$ cat config.mk
export PLATFORM = sky130hd
export DESIGN_NAME = i2s_rx_frontend
export DESIGN_NICKNAME = d
export VERILOG_FILES = /design/src/rtl/i2s_rx_frontend.sv
export SDC_FILE = /design/constraint.sdc
export NUM_CORES = 1
export LEC_CHECK = 0
export ABC_AREA = 1
export CELL_PAD_IN_SITES_DETAIL_PLACEMENT = 1
export CELL_PAD_IN_SITES_GLOBAL_PLACEMENT = 2
export CORE_ASPECT_RATIO = 1.25
export CORE_UTILIZATION = 32
export CTS_BUF_LIST = sky130_fd_sc_hd__clkbuf_2
export DETAILED_ROUTE_END_ITERATION = 16
export PLACE_DENSITY = 0.76
export REMOVE_ABC_BUFFERS = 1
export SLEW_MARGIN = 20
export SYNTH_ARGS = -nofsm -noshare
export SYNTH_HDL_FRONTEND = slang
export SYNTH_SLANG_ARGS = --single-unit
$ cat constraint.sdc
create_clock -name clk -period 3.7 [get_ports clk]
set_clock_uncertainty 0.1 [all_clocks]
set_input_delay 0.74 -clock clk [delete_from_list [all_inputs] [get_ports clk]]
set_output_delay 0.74 -clock clk [all_outputs]
set_load 0.01 [all_outputs]
$ cat src/rtl/i2s_rx_frontend.sv
// I2S receiver front end: synchronises an external bit clock, deserialises left/right
// words and emits one mono sample per stereo frame with a single-cycle strobe.
module i2s_rx_frontend #(
    parameter int DATA_WIDTH = 16,
    parameter int SLOT_WIDTH = 32,
    parameter int MONO_SEL   = 2
) (
    input  logic                  clk,
    input  logic                  rst,
    input  logic                  i2s_bclk,
    input  logic                  i2s_lrck,
    input  logic                  i2s_sdata,
    input  logic                  enable,
    input  logic                  err_clr,
    output logic [DATA_WIDTH-1:0] audio_out,
    output logic [DATA_WIDTH-1:0] audio_left,
    output logic [DATA_WIDTH-1:0] audio_right,
    output logic                  sample_valid,
    output logic                  frame_err
);
    localparam int CW = $clog2(SLOT_WIDTH + 2);

    typedef enum logic [1:0] {WAIT_SYNC, SHIFT, PAD} state_t;

    state_t                state, state_nx;
    logic [2:0]            bclk_sync;
    logic [1:0]            lrck_sync, sdata_sync;
    logic                  rise, lrck_s, sdata_s, boundary;
    logic                  lrck_q;
    logic [CW-1:0]         bit_cnt, bit_cnt_nx, bit_cnt_inc;
    logic                  chan, chan_nx;
    logic [DATA_WIDTH-1:0] shreg, shreg_nx, left_hold, lh_nx, right_hold, rh_nx;
    logic                  left_ok, left_ok_nx;
    logic                  frame_done, frame_done_nx;
    logic                  err_set;
    logic [DATA_WIDTH:0]   avg_sum;
    logic [DATA_WIDTH-1:0] mono;

    assign rise        = bclk_sync[1] & ~bclk_sync[2];
    assign lrck_s      = lrck_sync[1];
    assign sdata_s     = sdata_sync[1];
    assign boundary    = rise && (lrck_s != lrck_q);
    assign bit_cnt_inc = bit_cnt + 1'b1;

    always_ff @(posedge clk or posedge rst) begin
        if (rst) begin
            bclk_sync  <= '0;
            lrck_sync  <= '0;
            sdata_sync <= '0;
            lrck_q     <= 1'b0;
        end else begin
            bclk_sync  <= {bclk_sync[1:0], i2s_bclk};
            lrck_sync  <= {lrck_sync[0], i2s_lrck};
            sdata_sync <= {sdata_sync[0], i2s_sdata};
            if (rise)
                lrck_q <= lrck_s;
        end
    end

    always_ff @(posedge clk or posedge rst) begin
        if (rst) begin
            state      <= WAIT_SYNC;
            bit_cnt    <= '0;
            chan       <= 1'b0;
            shreg      <= '0;
            left_hold  <= '0;
            right_hold <= '0;
            left_ok    <= 1'b0;
            frame_done <= 1'b0;
        end else begin
            state      <= state_nx;
            bit_cnt    <= bit_cnt_nx;
            chan       <= chan_nx;
            shreg      <= shreg_nx;
            left_hold  <= lh_nx;
            right_hold <= rh_nx;
            left_ok    <= left_ok_nx;
            frame_done <= frame_done_nx;
        end
    end

    always_comb begin
        state_nx      = state;
        bit_cnt_nx    = bit_cnt;
        chan_nx       = chan;
        shreg_nx      = shreg;
        lh_nx         = left_hold;
        rh_nx         = right_hold;
        left_ok_nx    = left_ok;
        frame_done_nx = 1'b0;
        err_set       = 1'b0;
        if (!enable) begin
            state_nx   = WAIT_SYNC;
            left_ok_nx = 1'b0;
            bit_cnt_nx = '0;
        end else if (rise) begin
            case (state)
                WAIT_SYNC: begin
                    // Only a right-to-left transition marks a frame start.
                    if (boundary && !lrck_s) begin
                        state_nx   = SHIFT;
                        chan_nx    = 1'b0;
                        bit_cnt_nx = '0;
                    end
                end
                SHIFT: begin
                    if (boundary) begin
                        err_set    = 1'b1;
                        left_ok_nx = 1'b0;
                        shreg_nx   = '0;
                        chan_nx    = lrck_s;
                        bit_cnt_nx = '0;
                    end else begin
                        shreg_nx   = {shreg[DATA_WIDTH-2:0], sdata_s};
                        bit_cnt_nx = bit_cnt_inc;
                        if (bit_cnt_inc == CW'(DATA_WIDTH)) begin
                            state_nx = PAD;
                            if (chan) begin
                                rh_nx = shreg_nx;
                                if (left_ok) begin
                                    frame_done_nx = 1'b1;
                                    left_ok_nx    = 1'b0;
                                end
                            end else begin
                                lh_nx      = shreg_nx;
                                left_ok_nx = 1'b1;
                            end
                        end
                    end
                end
                PAD: begin
                    if (boundary) begin
                        state_nx   = SHIFT;
                        chan_nx    = lrck_s;
                        bit_cnt_nx = '0;
                    end else if (bit_cnt_inc > CW'(SLOT_WIDTH)) begin
                        err_set    = 1'b1;
                        state_nx   = WAIT_SYNC;
                        left_ok_nx = 1'b0;
                        bit_cnt_nx = '0;
                    end else begin
                        bit_cnt_nx = bit_cnt_inc;
                    end
                end
                default: state_nx = WAIT_SYNC;
            endcase
        end
    end

    // Sign-extended sum cannot overflow; the shift keeps the floor of the average.
    assign avg_sum = {left_hold[DATA_WIDTH-1], left_hold} + {right_hold[DATA_WIDTH-1], right_hold};

    always_comb begin
        case (MONO_SEL)
            0:       mono = left_hold;
            1:       mono = right_hold;
            default: mono = DATA_WIDTH'(avg_sum >> 1);
        endcase
    end

    always_ff @(posedge clk or posedge rst) begin
        if (rst) begin
            audio_out    <= '0;
            audio_left   <= '0;
            audio_right  <= '0;
            sample_valid <= 1'b0;
            frame_err    <= 1'b0;
        end else begin
            sample_valid <= 1'b0;
            if (frame_done && enable) begin
                sample_valid <= 1'b1;
                audio_left   <= left_hold;
                audio_right  <= right_hold;
                audio_out    <= mono;
            end
            if (err_set)
                frame_err <= 1'b1;
            else if (err_clr)
                frame_err <= 1'b0;
        end
    end
endmodule

* Word-level counts from Yosys, hierarchy flattened
Cells that the tools add are included.
** Storage, ports and cells
- Output and inout bits :: 50
- Logic and storage cells :: 98
- Bits in registers :: 116
** Operators by class
- Reduce and logical (&&, ||, !) cells :: 15
- Equal/unequal tests :: 16
- Add/subtract/negate cells :: 2
- Order comparisons :: 1
- Multiplexer cells :: 43
- Bitwise logic cells :: 4
** Operators with widths (count)
- two-way mux 6 bit :: 6
- two-way mux 1 bit :: 24
- one-hot mux 6 bit (3 select lines) :: 1
- adder 16 x 16 -> 17 bit :: 1
- two-way mux 15 bit :: 1
- != test 3 bit (second input constant) :: 5
- AND reduction 5 bit :: 3
- two-way mux 2 bit :: 7
- AND reduction 6 bit :: 2
- != test 4 bit (second input constant) :: 2
- adder 6 x 1 -> 6 bit (second input constant) :: 1
- == test 6 x 5 -> 1 bit (second input constant) :: 1
- > comparator 6 bit (second input constant) :: 1
- one-hot mux 1 bit (2 select lines) :: 3
- one-hot mux 2 bit (3 select lines) :: 1
- AND reduction 3 bit :: 2
- != test 2 x 1 -> 1 bit (second input constant) :: 2
- != test 4 x 1 -> 1 bit (second input constant) :: 1
- nonzero test 2 bit :: 2
- logical AND 1 bit :: 3
- != test 3 x 1 -> 1 bit (second input constant) :: 1
- NOT 1 bit :: 3
- == test 2 x 1 -> 1 bit (second input constant) :: 1
- == test 2 bit (second input constant) :: 1
- other kinds (6) :: 6

* Logic depth before layout (Yosys ltp)
Gate-level depths: netlist (run 1).
- Word-level depth :: 8
- Depth in mapped cells :: 14
- Mapped depth without buffers :: 12

* Least setup slack after synthesis (run 1)
Ideal clock, no wire load.
- Kind :: input port to flip-flop
- Start :: in enable
- End :: reg left_hold[0]
- Setup slack :: 1.769 ns
- Library setup time :: 0.117 ns
- Stages :: 9
- Arrival time :: 1.714 ns
- Cell sequence :: buf_4 > inv_2 > nor2_1 > nand2_1 > nor3_1 > nand2_2 > buf_6 > o21ai_1 > inv_1
** Between the ends
- Longest elaborated chain between the ends :: 1
** Ends and longest elaborated chain
- from (decl) :: RTL line 13 : input logic enable,
- AND reduction 6 bit (no line)
- to (signal assigned) :: RTL line 75 : left_hold <= lh_nx;
- to (decl) :: RTL line 32 : logic [DATA_WIDTH-1:0] shreg, shreg_nx, left_hold, lh_nx, right_hold, rh_nx;
No other way between the ends.
A chain may end at the register's enable or synchronous reset.

* Final worst setup path (run 1)
- Start :: reg audio_left[9]
- End :: out audio_left[9]
** RTL lines
- from (decl) :: RTL line 16 : output logic [DATA_WIDTH-1:0] audio_left,
- from (signal assigned) :: RTL line 172 : audio_left <= left_hold;
No word-level cell between the ends.

==> key figures, run 1 <==
Critical path
  – Crit path max-delay cell type: clkdlybuf4s50_1
  – Setup slack, reg-to-reg: 1.26 ns
  – Worst endpoint required time: 2.86 ns
  – Crit-path max FO: 2
  – Crit Path Category: register to output pin
  – CP peak stage delay: 0.56 ns
  – Critical path buffer and inverter count: 1
  – CP Data Arrival Time: 1.67 ns
  – Critical path launch point type: register
  – CP endpoint kind: output pin
  – Worst-path cell chain: clkdlybuf4s50_1
  – Cell family with most CP delay: buffers and inverters

Placed design
  – Hpwl dp: 10,080 µm
  – I/O Buffers: 56
  – Placed Cells: 933
  – Placed inst area: 6425 µm²
  – Placer Congestion: 0.7724
  – Post-Place Setup Slack: 0.7126 ns

Global route
  – Largest net degree at the start of global routing: 69
  – Vias in the first global route: 4,822
  – Antenna violations before repair: 1
  – GRT Util Overall: 0.1664
  – Total grt overflow: 0
  – First-pass GRT wire length: 23,540 µm

Timing
  – Period utilization: 0.6776
  – Slew headroom: 0.5621
  – Final setup violation count: 0
  – Final hold violation count: 0
  – Setup TNS: 0 ns
  – Min Hold Slack: 0.2482 ns
  – Fin worst setup slack: 1.193 ns
  – Fin crit period: 2.507 ns
  – F_max: 398.9 MHz
  – RSZ-0062 raised after global routing: no
  – Least-Margin Pin Slew: 0.6555 ns
  – Final slew viol count: 0

Clock network
  – CTS tree: yes
  – CTS Buffer Depth: 2
  – TritonCTS buffer count: 17
  – Root Buffer: clkbuf_2
  – Clock H-tree levels: 4
  – Clock Sinks: 116
  – Post-CTS Hold Fix Bufs: 0
  – Post_cts resized: 0
  – Reg clk slew, reported paths: 0.17 ns
  – Postcts setup bufs: 0
  – Clk_lat worst skew: 0.71 ns

Routing
  – Final WL: 13,690 µm
  – Vias: 4,539
  – Routed vias/inst: 4.718
  – Antenna viol nets, final: 0
  – DRT iter0 DRCs: 168
  – Avg WL per Cell: 14.23 µm
  – Detailed Routing Iterations Pass 1: 4
  – Residual DRC: 0

Cells and area
  – Post-route insts no fill: 962
  – Nets@finish: 757
  – # fillers: 2,097
  – Design area: 6590 µm²
  – Fraction of layout cells with a size suffix above 1: 0.09091
  – Area Growth Syn to Fin: 16.04%

Run status
  – Status: complete, no violations

Flow run
  – Max cap viols: 0

Yosys
  – Number of synthesized flops with an enable pin: 0
  – Syn Area/Cell: 8.451 µm²
  – Syn Std Cell Area: 5679 µm²
  – Sequential area share after synthesis: 0.5111
  – Post-synth top area share: 0.5111
  – Synth top area cells: dfrtp_1 51%, nand2_1 13%, inv_1 5.6%, o21ai_0 5.1%, nand3_1 4.9%
  – Post-Syn Instances: 672
  – Post-synth top cells: 194 x nand2_1, 116 x dfrtp_1, 84 x inv_1
  – Top-count cell post-synth: nand2_1
  – Post-synth cell types: 36
  – Seq cells post-synth: 116
  – Yosys warns: 0
  – Ys async rst share: 1.000
  – Post-synth top area cell: dfrtp_1
  – Top_reg_cell synth: dfrtp_1

Power and ir drop
  – VDD IR max: 0.1509 mV
  – P_leak: 3.274 nW
  – Cell area power density: 383.5 nW/µm²

Floorplanning
  – Die area: 18,290 µm²
  – Core area: 17,430 µm²
  – # rows: 54
  – Die span in x: 121.2 µm
  – Initial Util: 0.3258
  – Die Height: 150.9 µm
  – Ports: 57

Hold path
  – Min-Delay Path Class: input port to asynchronous set/reset pin
==> layout make-up <==
cell class / count / area, µm² / share of cell area
clock inverter: 9 / 67.56 / 0.01025
timing repair buffer: 61 / 610.6 / 0.09265
multi-input combinational: 443 / 2292 / 0.3478
tap: 224 / 280.3 / 0.04253
clock buffer: 19 / 95.09 / 0.01443
sequential: 116 / 2903 / 0.4405
antenna: 1 / 2.502 / 0.0003797
inverter: 89 / 339.1 / 0.05145
==> per-layer routing <==
metal | vias to the layer above | share of wire | wire length, µm | track usage
li1 | 2267 | - | - | -
met1 | 2195 | 0.44 | 6085 | 0.1969
met2 | 56 | 0.51 | 6966 | 0.2920
met3 | 21 | 0.031 | 425 | 0.04330
met4 | 0 | 0.016 | 215 | 0.05494
met5 | - | 0 | 0 | 0
==> placed cells by master (no fill, tap or decap), types with 2 or more instances in the layout <==
cell / Yosys / final
nand2_1: 194 / 193
dfrtp_1: 116 / 116
inv_1: 84 / 83
o21ai_0: 58 / 58
nand3_1: 56 / 56
clkdlybuf4s50_1: 0 / 56
a21oi_1: 21 / 21
ha_1: 21 / 21
clkbuf_2: 0 / 19
nor2_1: 18 / 18
o21ai_1: 17 / 17
o21ai_2: 16 / 16
nand4_1: 8 / 8
nand2_2: 6 / 7
xnor2_1: 6 / 6
inv_2: 4 / 4
clkinv_1: 0 / 4
buf_4: 1 / 4
nor2_2: 3 / 3
nor3_1: 3 / 3
clkinv_2: 0 / 3
inv_4: 1 / 2
nand3b_1: 2 / 2
a31oi_1: 2 / 2
==> worst paths after layout <==
path | endpoint | from | cells after the start
min in group clk | lrck_sync[1]$_DFF_PP0_ | lrck_sync[0]$_DFF_PP0_ | 0
worst max-delay path | audio_left[9] | audio_left[9]$_DFFE_PP0P_ | 1
worst min register to register | lrck_sync[1]$_DFF_PP0_ | lrck_sync[0]$_DFF_PP0_ | 0
worst min-delay path | audio_right[0]$_DFFE_PP0P_ | rst | 2
worst max register to register | left_hold[11]$_DFFE_PP0P_ | bclk_sync[1]$_DFF_PP0_ | 9
max in group asynchronous | left_hold[11]$_DFFE_PP0P_ | rst | 3
==> logic make-up after synthesis <==
group	share of synthesized area
buf+inv	0.08570
flops	0.5111
fa+ha+maj	0.04979
compound gates	0.1201
simple gates	0.2241
xor+xnor	0.009253
==> flip-flops by register name (all words and copies together) (netlist names) <==
register / cells
audio_left: 16
audio_out: 16
audio_right: 16
bclk_sync: 3
bit_cnt: 6
chan: 1
frame_done: 1
frame_err: 1
left_hold: 16
left_ok: 1
lrck_q: 1
lrck_sync: 2
right_hold: 16
sample_valid: 1
sdata_sync: 2
shreg: 15
state: 2
==> metrics by stage <==
step | util | power [W]
CTS | 0.3779 | 0.002576
finish | 0.3781 | 0.002527
global placement | 0.3686 | 0.001858
floorplan | - | 0.001748
global route | 0.3781 | 0.002701
detailed placement | 0.3686 | 0.001875
==> where the power goes <==
part           internal (W)  total [W]  switching, W  leakage, nW
clock              0.000220   0.000680      0.000460        0.111
sequential          0.00138    0.00147     0.0000966         1.49
combinational      0.000112   0.000374      0.000261         1.68
total               0.00171    0.00253      0.000818         3.27
(Power assumes the default switching activity.)
==> run 2: changes to the inputs <==
--- a/config.mk
+++ b/config.mk
@@ -9,10 +9,10 @@
 export CELL_PAD_IN_SITES_DETAIL_PLACEMENT = 1
 export CELL_PAD_IN_SITES_GLOBAL_PLACEMENT = 2
 export CORE_ASPECT_RATIO = 1.25
-export CORE_UTILIZATION = 32
+export CORE_UTILIZATION = 36
 export CTS_BUF_LIST = sky130_fd_sc_hd__clkbuf_2
 export DETAILED_ROUTE_END_ITERATION = 16
-export PLACE_DENSITY = 0.76
+export PLACE_DENSITY = 0.81
 export REMOVE_ABC_BUFFERS = 1
 export SLEW_MARGIN = 20
 export SYNTH_ARGS = -nofsm -noshare
==> constraint.sdc (replaced) <==
create_clock -name clk -period 2.5 [get_ports clk]
set_clock_uncertainty 0.1 [all_clocks]
set_input_delay 0.5 -clock clk [delete_from_list [all_inputs] [get_ports clk]]
set_output_delay 0.5 -clock clk [all_outputs]
set_load 0.01 [all_outputs]
==> key figures, run 2 (synthesis gave the netlist of run 1 again) <==
Run status
  – Status: complete, no violations

Power and ir drop
  – P_leak: 3.330 nW
  – VDD IR max: 0.3087 mV
  – Switching pwr: 0.001287 W
  – Sw frac: 0.3188
  – Internal cell power: 0.002750 W
  – Cell area power density: 601.4 nW/µm²
  – Final Power: 0.004037 W
  – Clock Power Share: 0.320
  – Combinational power share: 0.139
  – Reg power frac: 0.541

Global route
  – First-pass GRT wire length: 24,430 µm
  – Antenna violations before repair: 1
  – Vias in the first global route: 5,047
  – Total grt overflow: 0
  – Largest net degree at the start of global routing: 117
  – GRT Util Overall: 0.1930

Cells and area
  – # fillers: 1,836
  – Area Growth Syn to Fin: 18.20%
  – Fraction of layout cells with a size suffix above 1: 0.1034
  – Commonest cells after routing, fill and taps aside: 193 x nand2_1, 116 x dfrtp_1, 83 x inv_1
  – Nets@finish: 761
  – Commonest non-fill, non-tap cell in the layout: nand2_1

Floorplanning
  – Die span in x: 114.3 µm
  – Die area: 16,280 µm²
  – # rows: 50
  – Initial Util: 0.3736
  – Die Height: 142.4 µm
  – Ports: 57
  – Core area: 15,200 µm²

Clock network
  – Root Buffer: clkbuf_2
  – Postcts setup bufs: 0
  – Clock Sinks: 116
  – Post-CTS Hold Fix Bufs: 0
  – CTS tree: yes
  – CTS Buffer Depth: 2
  – Clock H-tree levels: 4
  – Clk_lat worst skew: 0.70 ns
  – Reg clk slew, reported paths: 0.19 ns
  – Post_cts resized: 0
  – TritonCTS buffer count: 17

Placed design
  – Hpwl dp: 9786 µm
  – Placer Congestion: 0.8473
  – I/O Buffers: 56

Routing
  – Residual DRC: 0
  – DRT iter0 DRCs: 185
  – Final WL: 13,800 µm
  – Vias: 4,590
  – Avg WL per Cell: 14.47 µm
  – Routed vias/inst: 4.811
  – Detailed Routing Iterations Pass 1: 4
  – Antenna viol nets, final: 0

Timing
  – Final slew viol count: 0
  – Final setup violation count: 0
  – Least-Margin Pin Slew: 0.6371 ns
  – Setup TNS: 0 ns
  – RSZ-0062 raised after global routing: no
  – Slew headroom: 0.5753
  – Final hold violation count: 0
  – Fin crit period: 2.275 ns
  – F_max: 439.6 MHz
  – Period utilization: 0.9099

Hold path
  – Min-Delay Path Class: input port to register
  – Hold Startpoint: i2s_lrck

Critical path
  – Critical path origin: audio_left[8]$_DFFE_PP0P_
  – Critical R2R Launch: right_hold[8]$_DFFE_PP0P_
  – Crit path max-delay cell type: clkdlybuf4s50_1
  – Critical path buffer and inverter count: 1
  – CP Data Arrival Time: 1.67 ns
  – CP peak stage delay: 0.55 ns
  – Worst-path cell chain: clkdlybuf4s50_1
  – Cell family with most CP delay: buffers and inverters
  – CP endpoint kind: output pin
  – Crit-path max FO: 2
  – Worst endpoint required time: 1.90 ns
  – Critical path launch point type: register
  – Crit Path Category: register to output pin

Flow run
  – Max cap viols: 0
==> run 2: cell count changes in the layout (fill, tap and decap cells not counted), sizes merged <==
cell / change
bufinv: +2
buf: +4
clkinvlp: +3
clkbuf: -2
clkinv: +1
==> run 2: path summary, 6_finish.rpt <==
| kind | end | slack, ns | depth (start not counted) |
|---|---|---|---|
| worst max-delay path | audio_left[8] | 0.23 | 1 |
| worst min-delay path | lrck_sync[0]$_DFF_PP0_ | 0.13 | 1 |
| worst max register to register | audio_out[10]$_DFFE_PP0P_ | 0.32 | 8 |
| worst min register to register | sdata_sync[1]$_DFF_PP0_ | 0.28 | 0 |
| max in group asynchronous | audio_out[14]$_DFFE_PP0P_ | 1.61 | 3 |
| min in group asynchronous | audio_right[6]$_DFFE_PP0P_ | 0.18 | 3 |
==> run 2: area by class of cell <==
type                            count  area [µm²]  area share
Clock buffer                       17       85.08     0.01267
Antenna cell                        1       2.502   0.0003728
Clock inverter                     15       165.2     0.02460
Sequential cell                   116        2903      0.4324
Inverter                           89       339.1     0.05051
Timing Repair Buffer               65       665.6     0.09916
Multi-Input combinational cell    443        2292      0.3415
Tap cell                          208       260.3     0.03877
==> run 2: per-stage QoR <==
step | util | setup WS, ns | hold WS, ns | cells | cell area (µm²)
after detailed placement | 0.4249 | 0.1963 | 0.2425 | 921 | 6460
final | 0.4416 | 0.2252 | 0.1331 | 954 | 6713
after floorplan | - | -1.172 | 0.2312 | 648 | 5529
after CTS | 0.4414 | 0.1438 | 0.04292 | 953 | 6710
after global routing | 0.4416 | 0.09373 | 0.02731 | 954 | 6713
after global placement | 0.4249 | 0.2642 | 0.2362 | 921 | 6460
==> run 2: per-layer routing <==
layer | global-route usage | part of all wire | up-vias
li1 | - | - | 2281
met1 | 0.2276 | 0.43 | 2226
met2 | 0.3413 | 0.52 | 64
met3 | 0.04302 | 0.026 | 19
met4 | 0.07040 | 0.016 | 0
met5 | 0 | 0 | -
==> run 2: power by group through the flow <==
stage | clock [W] | combinational, W | sequential (W)
after CTS | 0.00136 | 0.000567 | 0.00218
after detailed placement | 0 | 0.000563 | 0.00222
after global placement | 0 | 0.000540 | 0.00221
final | 0.00129 | 0.000561 | 0.00218
after floorplan | 0 | 0.000412 | 0.00217
after global routing | 0.00144 | 0.000651 | 0.00221
